`config.mk`:
```
export PLATFORM = sky130hd
export DESIGN_NAME = eth_mmio_arbiter
export DESIGN_NICKNAME = d
export VERILOG_FILES = /design/src/rtl/eth_mmio_arbiter.sv
export SDC_FILE = /design/constraint.sdc
export NUM_CORES = 1
export LEC_CHECK = 0
export CORE_ASPECT_RATIO = 1.2
export CORE_UTILIZATION = 43
export CTS_BUF_LIST = sky130_fd_sc_hd__clkbuf_4
export CTS_CLUSTER_DIAMETER = 80
export DETAILED_ROUTE_END_ITERATION = 10
export PLACE_DENSITY = 0.89
export SLEW_MARGIN = 20
export SYNTH_ARGS = -nofsm -noshare
export SYNTH_HDL_FRONTEND = slang
export SYNTH_SLANG_ARGS = --single-unit
export TNS_END_PERCENT = 50
```
`constraint.sdc`:
```
create_clock -name clk_i -period 4.3 [get_ports clk_i]
set_input_delay 0.645 -clock clk_i [delete_from_list [all_inputs] [get_ports clk_i]]
set_output_delay 0.645 -clock clk_i [all_outputs]
set_load 0.1 [all_outputs]
```
`src/rtl/eth_mmio_arbiter.sv`:
```
`default_nettype none
// ============================================================================
// Module      : eth_mmio_arbiter
// Description : Round-robin arbiter that shares the single sync-read MMIO
//               port of the ethernet controller among num_req_p requesters.
//               Only one transaction is in flight at a time. Each transaction
//               moves through four states: accept (IDLE), a one-cycle
//               strobe (ISSUE), read-data capture (CAPTURE), and a response
//               handshake (RESP).
//
// Optional    : ETH_MMIO_ADDR_CHECK_EN
//               When this macro is defined, misaligned or oversized requests
//               are flagged at accept time. A flagged request is never
//               strobed to the controller. Its response returns data 0 with
//               resp_err_o=1. When the macro is undefined, resp_err_o is
//               tied to 0.
//
// Ports       : clk_i, reset_n_i          clock, async active-low reset
//               req_v_i / req_ready_o     per-requester request handshake
//               req_we_i, req_addr_i,     per-requester packed command
//               req_size_i, req_wdata_i
//               resp_v_o / resp_ready_i   per-requester response handshake
//               resp_data_o, resp_err_o   shared response payload
//               eth_*                     controller MMIO port
//
// Revision    : 1.0 - initial release
// ============================================================================
module eth_mmio_arbiter #(
    parameter int num_req_p    = 2,
    parameter int data_width_p = 32,
    parameter int addr_width_p = 14,
    parameter int size_width_p = $clog2(data_width_p / 8)
) (
    input  logic                              clk_i,
    input  logic                              reset_n_i,
    input  logic [num_req_p-1:0]              req_v_i,
    output logic [num_req_p-1:0]              req_ready_o,
    input  logic [num_req_p-1:0]              req_we_i,
    input  logic [num_req_p*addr_width_p-1:0] req_addr_i,
    input  logic [num_req_p*size_width_p-1:0] req_size_i,
    input  logic [num_req_p*data_width_p-1:0] req_wdata_i,
    output logic [num_req_p-1:0]              resp_v_o,
    input  logic [num_req_p-1:0]              resp_ready_i,
    output logic [data_width_p-1:0]           resp_data_o,
    output logic                              resp_err_o,
    output logic [addr_width_p-1:0]           eth_addr_o,
    output logic                              eth_write_en_o,
    output logic                              eth_read_en_o,
    output logic [size_width_p-1:0]           eth_op_size_o,
    output logic [data_width_p-1:0]           eth_write_data_o,
    input  logic [data_width_p-1:0]           eth_read_data_i
);

    localparam int IDX_W    = (num_req_p > 1) ? $clog2(num_req_p) : 1;
    localparam int MAX_SIZE = $clog2(data_width_p / 8);

    typedef enum logic [1:0] {
        ST_IDLE    = 2'd0,
        ST_ISSUE   = 2'd1,
        ST_CAPTURE = 2'd2,
        ST_RESP    = 2'd3
    } state_t;

    state_t                   state_q;
    logic [IDX_W-1:0]         last_q;
    logic [num_req_p-1:0]     grant_oh_q;
    logic                     we_q;
    logic                     err_q;
    logic [data_width_p-1:0]  data_q;
    logic [num_req_p-1:0]     resp_v_q;
    logic                     wr_en_q;
    logic                     rd_en_q;
    logic [addr_width_p-1:0]  eth_addr_q;
    logic [size_width_p-1:0]  eth_size_q;
    logic [data_width_p-1:0]  eth_wdata_q;

    // Arbitration and command-select signals (combinational)
    logic [2*num_req_p-1:0]   req_dbl;
    logic [2*num_req_p-1:0]   req_dbl_sh;
    logic [num_req_p-1:0]     req_rot;
    logic                     grant_v;
    int                       grant_ofs;
    logic [IDX_W-1:0]         grant_idx;
    logic [num_req_p-1:0]     grant_oh;
    logic                     sel_we;
    logic [addr_width_p-1:0]  sel_addr;
    logic [size_width_p-1:0]  sel_size;
    logic [data_width_p-1:0]  sel_wdata;
    logic                     sel_err;

    // Rotate the request vector so bit 0 is the requester just after last_q.
    // The lowest set bit of the rotated vector is then the round-robin winner.
    always_comb begin
        req_dbl    = {req_v_i, req_v_i};
        req_dbl_sh = req_dbl >> (int'(last_q) + 1);
        req_rot    = req_dbl_sh[num_req_p-1:0];
        grant_v    = 1'b0;
        grant_ofs  = 0;
        for (int j = num_req_p - 1; j >= 0; j--) begin
            if (req_rot[j]) begin
                grant_v   = 1'b1;
                grant_ofs = j;
            end
        end
        grant_idx = IDX_W'((int'(last_q) + 1 + grant_ofs) % num_req_p);
        for (int i = 0; i < num_req_p; i++) begin
            grant_oh[i] = grant_v && (grant_idx == IDX_W'(i));
        end
    end

    // Select the winning requester's command fields.
    always_comb begin
        sel_we    = 1'b0;
        sel_addr  = '0;
        sel_size  = '0;
        sel_wdata = '0;
        for (int i = 0; i < num_req_p; i++) begin
            if (grant_oh[i]) begin
                sel_we    = req_we_i[i];
                sel_addr  = req_addr_i[i*addr_width_p +: addr_width_p];
                sel_size  = req_size_i[i*size_width_p +: size_width_p];
                sel_wdata = req_wdata_i[i*data_width_p +: data_width_p];
            end
        end
    end

`ifdef ETH_MMIO_ADDR_CHECK_EN
    logic [addr_width_p-1:0] align_mask;

    // A request is flagged if its address has any bit set below the access
    // size, or if the size is wider than the data bus.
    always_comb begin
        align_mask = (addr_width_p'(1) << sel_size) - addr_width_p'(1);
        sel_err    = ((sel_addr & align_mask) != '0) || (int'(sel_size) > MAX_SIZE);
    end

    assign resp_err_o = err_q & (|resp_v_q);
`else
    assign sel_err    = 1'b0;
    assign resp_err_o = 1'b0;
`endif

    // Accept is combinational and is allowed only in IDLE. It is gated by
    // reset so that req_ready_o stays 0 while reset is asserted.
    assign req_ready_o = (state_q == ST_IDLE && reset_n_i) ? grant_oh : '0;

    always_ff @(posedge clk_i or negedge reset_n_i) begin
        if (!reset_n_i) begin
            state_q     <= ST_IDLE;
            last_q      <= IDX_W'(num_req_p - 1);
            grant_oh_q  <= '0;
            we_q        <= 1'b0;
            err_q       <= 1'b0;
            data_q      <= '0;
            resp_v_q    <= '0;
            wr_en_q     <= 1'b0;
            rd_en_q     <= 1'b0;
            eth_addr_q  <= '0;
            eth_size_q  <= '0;
            eth_wdata_q <= '0;
        end else begin
            // Strobes are one-cycle pulses, asserted only while in ISSUE.
            wr_en_q <= 1'b0;
            rd_en_q <= 1'b0;
            case (state_q)
                ST_IDLE: begin
                    if (grant_v) begin
                        last_q      <= grant_idx;
                        grant_oh_q  <= grant_oh;
                        we_q        <= sel_we;
                        err_q       <= sel_err;
                        eth_addr_q  <= sel_addr;
                        eth_size_q  <= sel_size;
                        eth_wdata_q <= sel_wdata;
                        wr_en_q     <= sel_we & ~sel_err;
                        rd_en_q     <= ~sel_we & ~sel_err;
                        state_q     <= ST_ISSUE;
                    end
                end
                ST_ISSUE: begin
                    state_q <= ST_CAPTURE;
                end
                ST_CAPTURE: begin
                    // Controller read data is valid one cycle after the read strobe.
                    data_q   <= (we_q || err_q) ? '0 : eth_read_data_i;
                    resp_v_q <= grant_oh_q;
                    state_q  <= ST_RESP;
                end
                ST_RESP: begin
                    if ((resp_ready_i & resp_v_q) != '0) begin
                        resp_v_q <= '0;
                        state_q  <= ST_IDLE;
                    end
                end
                default: begin
                    state_q <= ST_IDLE;
                end
            endcase
        end
    end

    assign resp_v_o         = resp_v_q;
    assign resp_data_o      = data_q;
    assign eth_addr_o       = eth_addr_q;
    assign eth_write_en_o   = wr_en_q;
    assign eth_read_en_o    = rd_en_q;
    assign eth_op_size_o    = eth_size_q;
    assign eth_write_data_o = eth_wdata_q;

endmodule
`default_nettype wire

```
==> results.py, run 1 <==
metrics = {
    "synthesis": {
        "synthMuxAreaShare": 0.00799,
        "ys_types": 31,
        "ys.flop_type": "dfrtp_1",
        "postSynthCellCount": 312,
        "yosys_warnings": 0,
        "synth-seq-cells": 90,
        "ys_async_sr_fraction": 1.00,
        "synth_edf_count": 0,
        "synth-simple-area-share": 0.144,
        "synth_top_family_by_area": "compound AO/OA/AOI/OAI gates",
        "synth_area_sq_mm": 0.00392,
        "synth-xor-area-share": 0,
        "synth_nets": 451,
        "syn_avg_cell_area_sq_um": 12.6,
        "synth_fa_ha_area_frac": 0.00958,
        "yosysSeqAreaShare": 0.575,
        "synth_compound_area_frac": 0.217,
    },
    "finish": {
        "fin_cells": 640,
        "area_delta_synth_final_pct": 60.1,
        "diodes": 0,
        "final_nets": 658,
        "mostFrequentLayoutCells": "clkdlybuf4s50_1 (218), dfrtp_1 (89), and2_1 (50)",
        "drive_gt1_frac": 0.109,
        "final_common_cell": "clkdlybuf4s50_1",
    },
    "drt": {
        "initialDrtViolationCount": 122,
        "dr.pass1.iters": 4,
        "drc_errors": 0,
        "wl_per_cell_um": 17.3,
        "num_vias": 3381,
        "avgViaCountPerCell": 5.28,
        "wirelength_um": 11100,
        "ant_nets": 0,
    },
    "clock_tree": {
        "cts_resized": 0,
        "postCtsHoldBufs": 0,
        "insertion_delay_ns": 0.42,
        "cts_setup_buffers": 0,
        "clkSlewWorstSetupHoldPaths_ns": 0.13,
        "cts_tree": "yes",
        "clock_sinks": 90,
        "cts_root_buffer": "clkbuf_4",
        "cts_inserted_buffers": 9,
        "htreeDepth": 3,
        "clock_path_buffers": 2,
    },
    "sta": {
        "rsz0062_at_grt": "false",
        "fmax_mhz": 374,
        "slew_viol_final": 0,
        "final.setup.worst_slack_ns": 1.62,
        "clock_skew_ns": 0.0161,
        "tightest_slew_ns": 1.04,
        "hold_viol": 0,
        "max_slew_margin": 0.303,
        "min_period_over_period": 0.622,
        "tns_ns": 0,
        "post-route-min-period_ns": 2.68,
        "finalSetupViolCount": 0,
    },
    "setup_path": {
        "critPathSlowestCell": "clkdlybuf4s50_1",
        "cp_top_family": "buffers and inverters",
        "worstPathRequired_ns": 3.65,
        "critical_path.max_stage_delay_ns": 1.17,
        "end_kind": "primary output",
        "worstPathArrival_ns": 2.03,
        "cp_cell_sequence": "clkdlybuf4s50_1",
        "start_kind": "flip-flop",
        "path_max_fanout": 4,
        "crit_type": "reg -> out",
        "crit_buf_inv": 1,
    },
    "die": {
        "fp.dieH_um": 107,
        "rows": 37,
        "core_area_sq_mm": 0.00870,
        "start_util": 0.450,
        "io-pin-count": 223,
        "dieWidth_um": 89.1,
        "die-area_sq_mm": 0.00949,
    },
    "global_routing": {
        "grt_max_degree": 68,
        "grtUsageTotal": 0.232,
        "grt_overflow_total": 0,
        "grt_pass1_vias": 3478,
        "antenna_found_initial": 0,
        "grt_pass1_wl_um": 16600,
    },
    "placement": {
        "preCtsSetupSlack_ns": 1.61,
        "place_hpwl_um": 7990,
        "portBuffers": 221,
        "place_inst": 625,
        "routabilityCongestion": 0.733,
    },
    "run_status": {
        "status": "finished, final reports clean",
    },
    "run": {
        "drv_cap": 0,
    },
    "worst_hold_path": {
        "hold_class": "in -> async",
    },
}
==> path summary, 6_finish.rpt <==
kind / startpoint / to / slack, ns / depth (start not counted)
setup reg to reg: state_q[0]$_DFFE_PN0P_ / eth_addr_o[3]$_DFFE_PN0P_ / 2.20 / 6
max in group asynchronous: reset_n_i / eth_write_data_o[21]$_DFFE_PN0P_ / 3.10 / 2
hold reg to reg: grant_oh_q[0]$_DFFE_PN0P_ / grant_oh_q[0]$_DFFE_PN0P_ / 0.50 / 1
min in group clk_i: grant_oh_q[0]$_DFFE_PN0P_ / grant_oh_q[0]$_DFFE_PN0P_ / 0.50 / 1
setup / recovery: resp_v_o[0]$_DFFE_PN0P_ / resp_v_o[0] / 1.62 / 1
hold / removal: reset_n_i / resp_data_o[2]$_DFFE_PN0P_ / 0.20 / 1
==> stage by stage <==
stage	hold slack [ns]	util	cell area [sq um]
floorplan	0.349	-	3920
global placement	0.468	0.705	6130
detailed placement	0.474	0.705	6130
CTS	0.192	0.719	6260
global route	0.207	0.721	6270
finish	0.197	0.721	6270
==> layer usage <==
layer  wire length [um]  global-route usage  vias up
met5                  0                   0        -
li1                   -                   -     1569
met3                911              0.0528       12
met4                140              0.0964        0
met1               4360               0.270     1650
met2               5680               0.405      150
==> cell families after synthesis <==
logic type / count (synthesis)
fa+ha+maj: 3
simple gates: 92
mux: 3
flops: 90
compound gates: 92
other cells: 1
buf+inv: 31
==> layout make-up <==
| class | instances | area (sq um) |
|---|---|---|
| multi-input combinational | 191 | 1510 |
| tap | 117 | 146 |
| timing repair buffer | 224 | 2230 |
| sequential | 90 | 2250 |
| fill | 629 | 2430 |
| inverter | 3 | 11.3 |
| clock inverter | 6 | 58.8 |
| clock buffer | 9 | 67.6 |
==> cell usage after synthesis, types with 2 or more instances <==
cell	count	area [sq um]
dfrtp_1	89	2230
and2_1	51	319
a221o_1	48	480
a31o_2	32	280
nor2b_1	32	200
buf_2	8	40.0
clkbuf_1	7	26.3
buf_1	6	22.5
buf_6	6	67.6
a21o_1	3	22.5
and3_1	3	18.8
ha_1	3	37.5
inv_1	3	11.3
mux2i_1	2	20.0
nand2_1	2	7.51
nor2_1	2	7.51
==> flip-flops by register name (all words and copies together) (netlist names) <==
register          cells
state_q               2
eth_op_size_o         2
we_q                  1
last_q                1
eth_addr_o           14
resp_data_o          32
eth_read_en_o         1
resp_v_o              2
grant_oh_q            2
eth_write_en_o        1
eth_write_data_o     32
Power of run 1 is left out: the tool's default activity adds up to more than one toggle a clock period on the data nets, which glitch-free logic cannot reach.
==> run 2, diff against run 1 <==
- CORE_UTILIZATION: 43 -> 36
- PLACE_DENSITY: 0.89 -> 0.79
- clock period: 4.3 -> 2.2 ns (I/O delays scaled with it)
==> run 2 against run 1 <==
Global-route usage down 4.1 points. Via count increased by 1.6%. Clock skew is 0.0059 ns lower. Register-to-register slack got worse by 1.6 ns.
==> results.py, run 2 (same netlist as run 1, synthesis figures left out) <==
metrics = {
    "sta": {
        "tns_ns": 0,
        "post-route-min-period_ns": 2.05,
        "slew_viol_final": 0,
        "min_period_over_period": 0.933,
        "final.setup.worst_slack_ns": 0.147,
        "fmax_mhz": 487,
        "clock_skew_ns": 0.0102,
        "hold_viol": 0,
        "finalSetupViolCount": 0,
        "rsz0062_at_grt": "false",
    },
    "drt": {
        "drc_errors": 0,
        "dr.pass1.iters": 6,
        "avgViaCountPerCell": 5.22,
        "num_vias": 3436,
        "wl_per_cell_um": 16.5,
        "initialDrtViolationCount": 117,
        "wirelength_um": 10800,
        "ant_nets": 0,
    },
    "die": {
        "fp.dieH_um": 116,
        "dieWidth_um": 97.2,
        "start_util": 0.371,
        "io-pin-count": 223,
        "core_area_sq_mm": 0.0106,
        "rows": 41,
        "die-area_sq_mm": 0.0113,
    },
    "placement": {
        "place_hpwl_um": 7680,
        "preCtsSetupSlack_ns": 0.194,
        "routabilityCongestion": 0.743,
        "portBuffers": 221,
    },
    "clock_tree": {
        "cts_root_buffer": "clkbuf_4",
        "cts_setup_buffers": 0,
        "clock_sinks": 90,
        "insertion_delay_ns": 0.42,
        "cts_inserted_buffers": 9,
        "cts_tree": "yes",
        "htreeDepth": 3,
        "clock_path_buffers": 2,
        "clkSlewWorstSetupHoldPaths_ns": 0.13,
    },
    "finish": {
        "n_fill_cell": 849,
        "seq_area_sq_mm": 0.00225,
        "mostFrequentLayoutCells": "clkdlybuf4s50_1 (134), dfrtp_1 (89), buf_4 (88)",
        "multi_input_area_sq_mm": 0.00152,
        "area_delta_synth_final_pct": 59.3,
        "final_common_cell": "clkdlybuf4s50_1",
        "drive_gt1_frac": 0.284,
        "final_nets": 663,
        "diodes": 0,
    },
    "run": {
        "drv_cap": 0,
    },
    "global_routing": {
        "grtUsageTotal": 0.192,
        "grt_max_degree": 68,
        "grt_pass1_wl_um": 17100,
        "grt_pass1_vias": 3395,
        "antenna_found_initial": 0,
        "grt_overflow_total": 0,
    },
    "setup_path": {
        "worstPathRequired_ns": 1.87,
        "start_kind": "flip-flop",
        "crit_type": "reg -> out",
        "worstPathArrival_ns": 1.72,
        "path_max_fanout": 3,
        "end_kind": "primary output",
    },
    "run_status": {
        "status": "finished, final reports clean",
    },
    "worst_hold_path": {
        "hold_class": "in -> async",
    },
}
[run 2: path summary, 6_finish.rpt]
check | depth (start not counted) | slack, ns | to | start
max | 4 | 0.15 | req_ready_o[0] | last_q$_DFFE_PN1P_
min | 2 | 0.36 | resp_data_o[15]$_DFFE_PN0P_ | reset_n_i
max reg2reg | 5 | 0.60 | eth_write_data_o[6]$_DFFE_PN0P_ | state_q[0]$_DFFE_PN0P_
min reg2reg | 1 | 0.49 | grant_oh_q[1]$_DFFE_PN0P_ | grant_oh_q[1]$_DFFE_PN0P_
max in group asynchronous | 3 | 1.05 | last_q$_DFFE_PN1P_ | reset_n_i
min in group clk_i | 1 | 0.49 | grant_oh_q[1]$_DFFE_PN0P_ | grant_oh_q[1]$_DFFE_PN0P_
[run 2: timing repair]
action | in CTS | in global routing
endpoints found under the hold margin | 25 | 0
setup endpoints to repair | 1 | 1
pin swaps | 0 | 0
hold buffers | 1 | 0
gates resized for setup | 2 | 2
[run 2: worst max-delay path: stages, from the launching register on]
cell and delay, ns:
dfstp_2 0.57, nand2b_1 0.14, and3_2 0.25, and2_4 0.17
buf_12 0.17
[run 2: area by class of cell]
class                   instances  share of cell area
clock buffers                   9              0.0108
clock inverters                 7              0.0148
inverters                       3             0.00181
multi-input cells             191               0.244
flip-flops and latches         90               0.361
well taps                     129              0.0259
repair buffers                229               0.342
[run 2: per-layer routing]
layer	track usage	part of all wire	vias up
met5	0	0	-
met4	0.0696	0.016	0
met3	0.0413	0.068	12
met2	0.336	0.51	158
met1	0.235	0.41	1687
li1	-	-	1579
[run 2: per-stage QoR]
step	cell area [sq um]	hold WS (ns)	cells	utilization
after detailed placement	6050	0.267	641	0.573
final	6240	0.356	658	0.590
after global placement	6050	0.262	641	0.573
after floorplan	3920	0.0344	312	-
after global routing	6240	0.327	658	0.590
after CTS	6230	0.312	658	0.590
Power of run 2 is left out for the same reason.
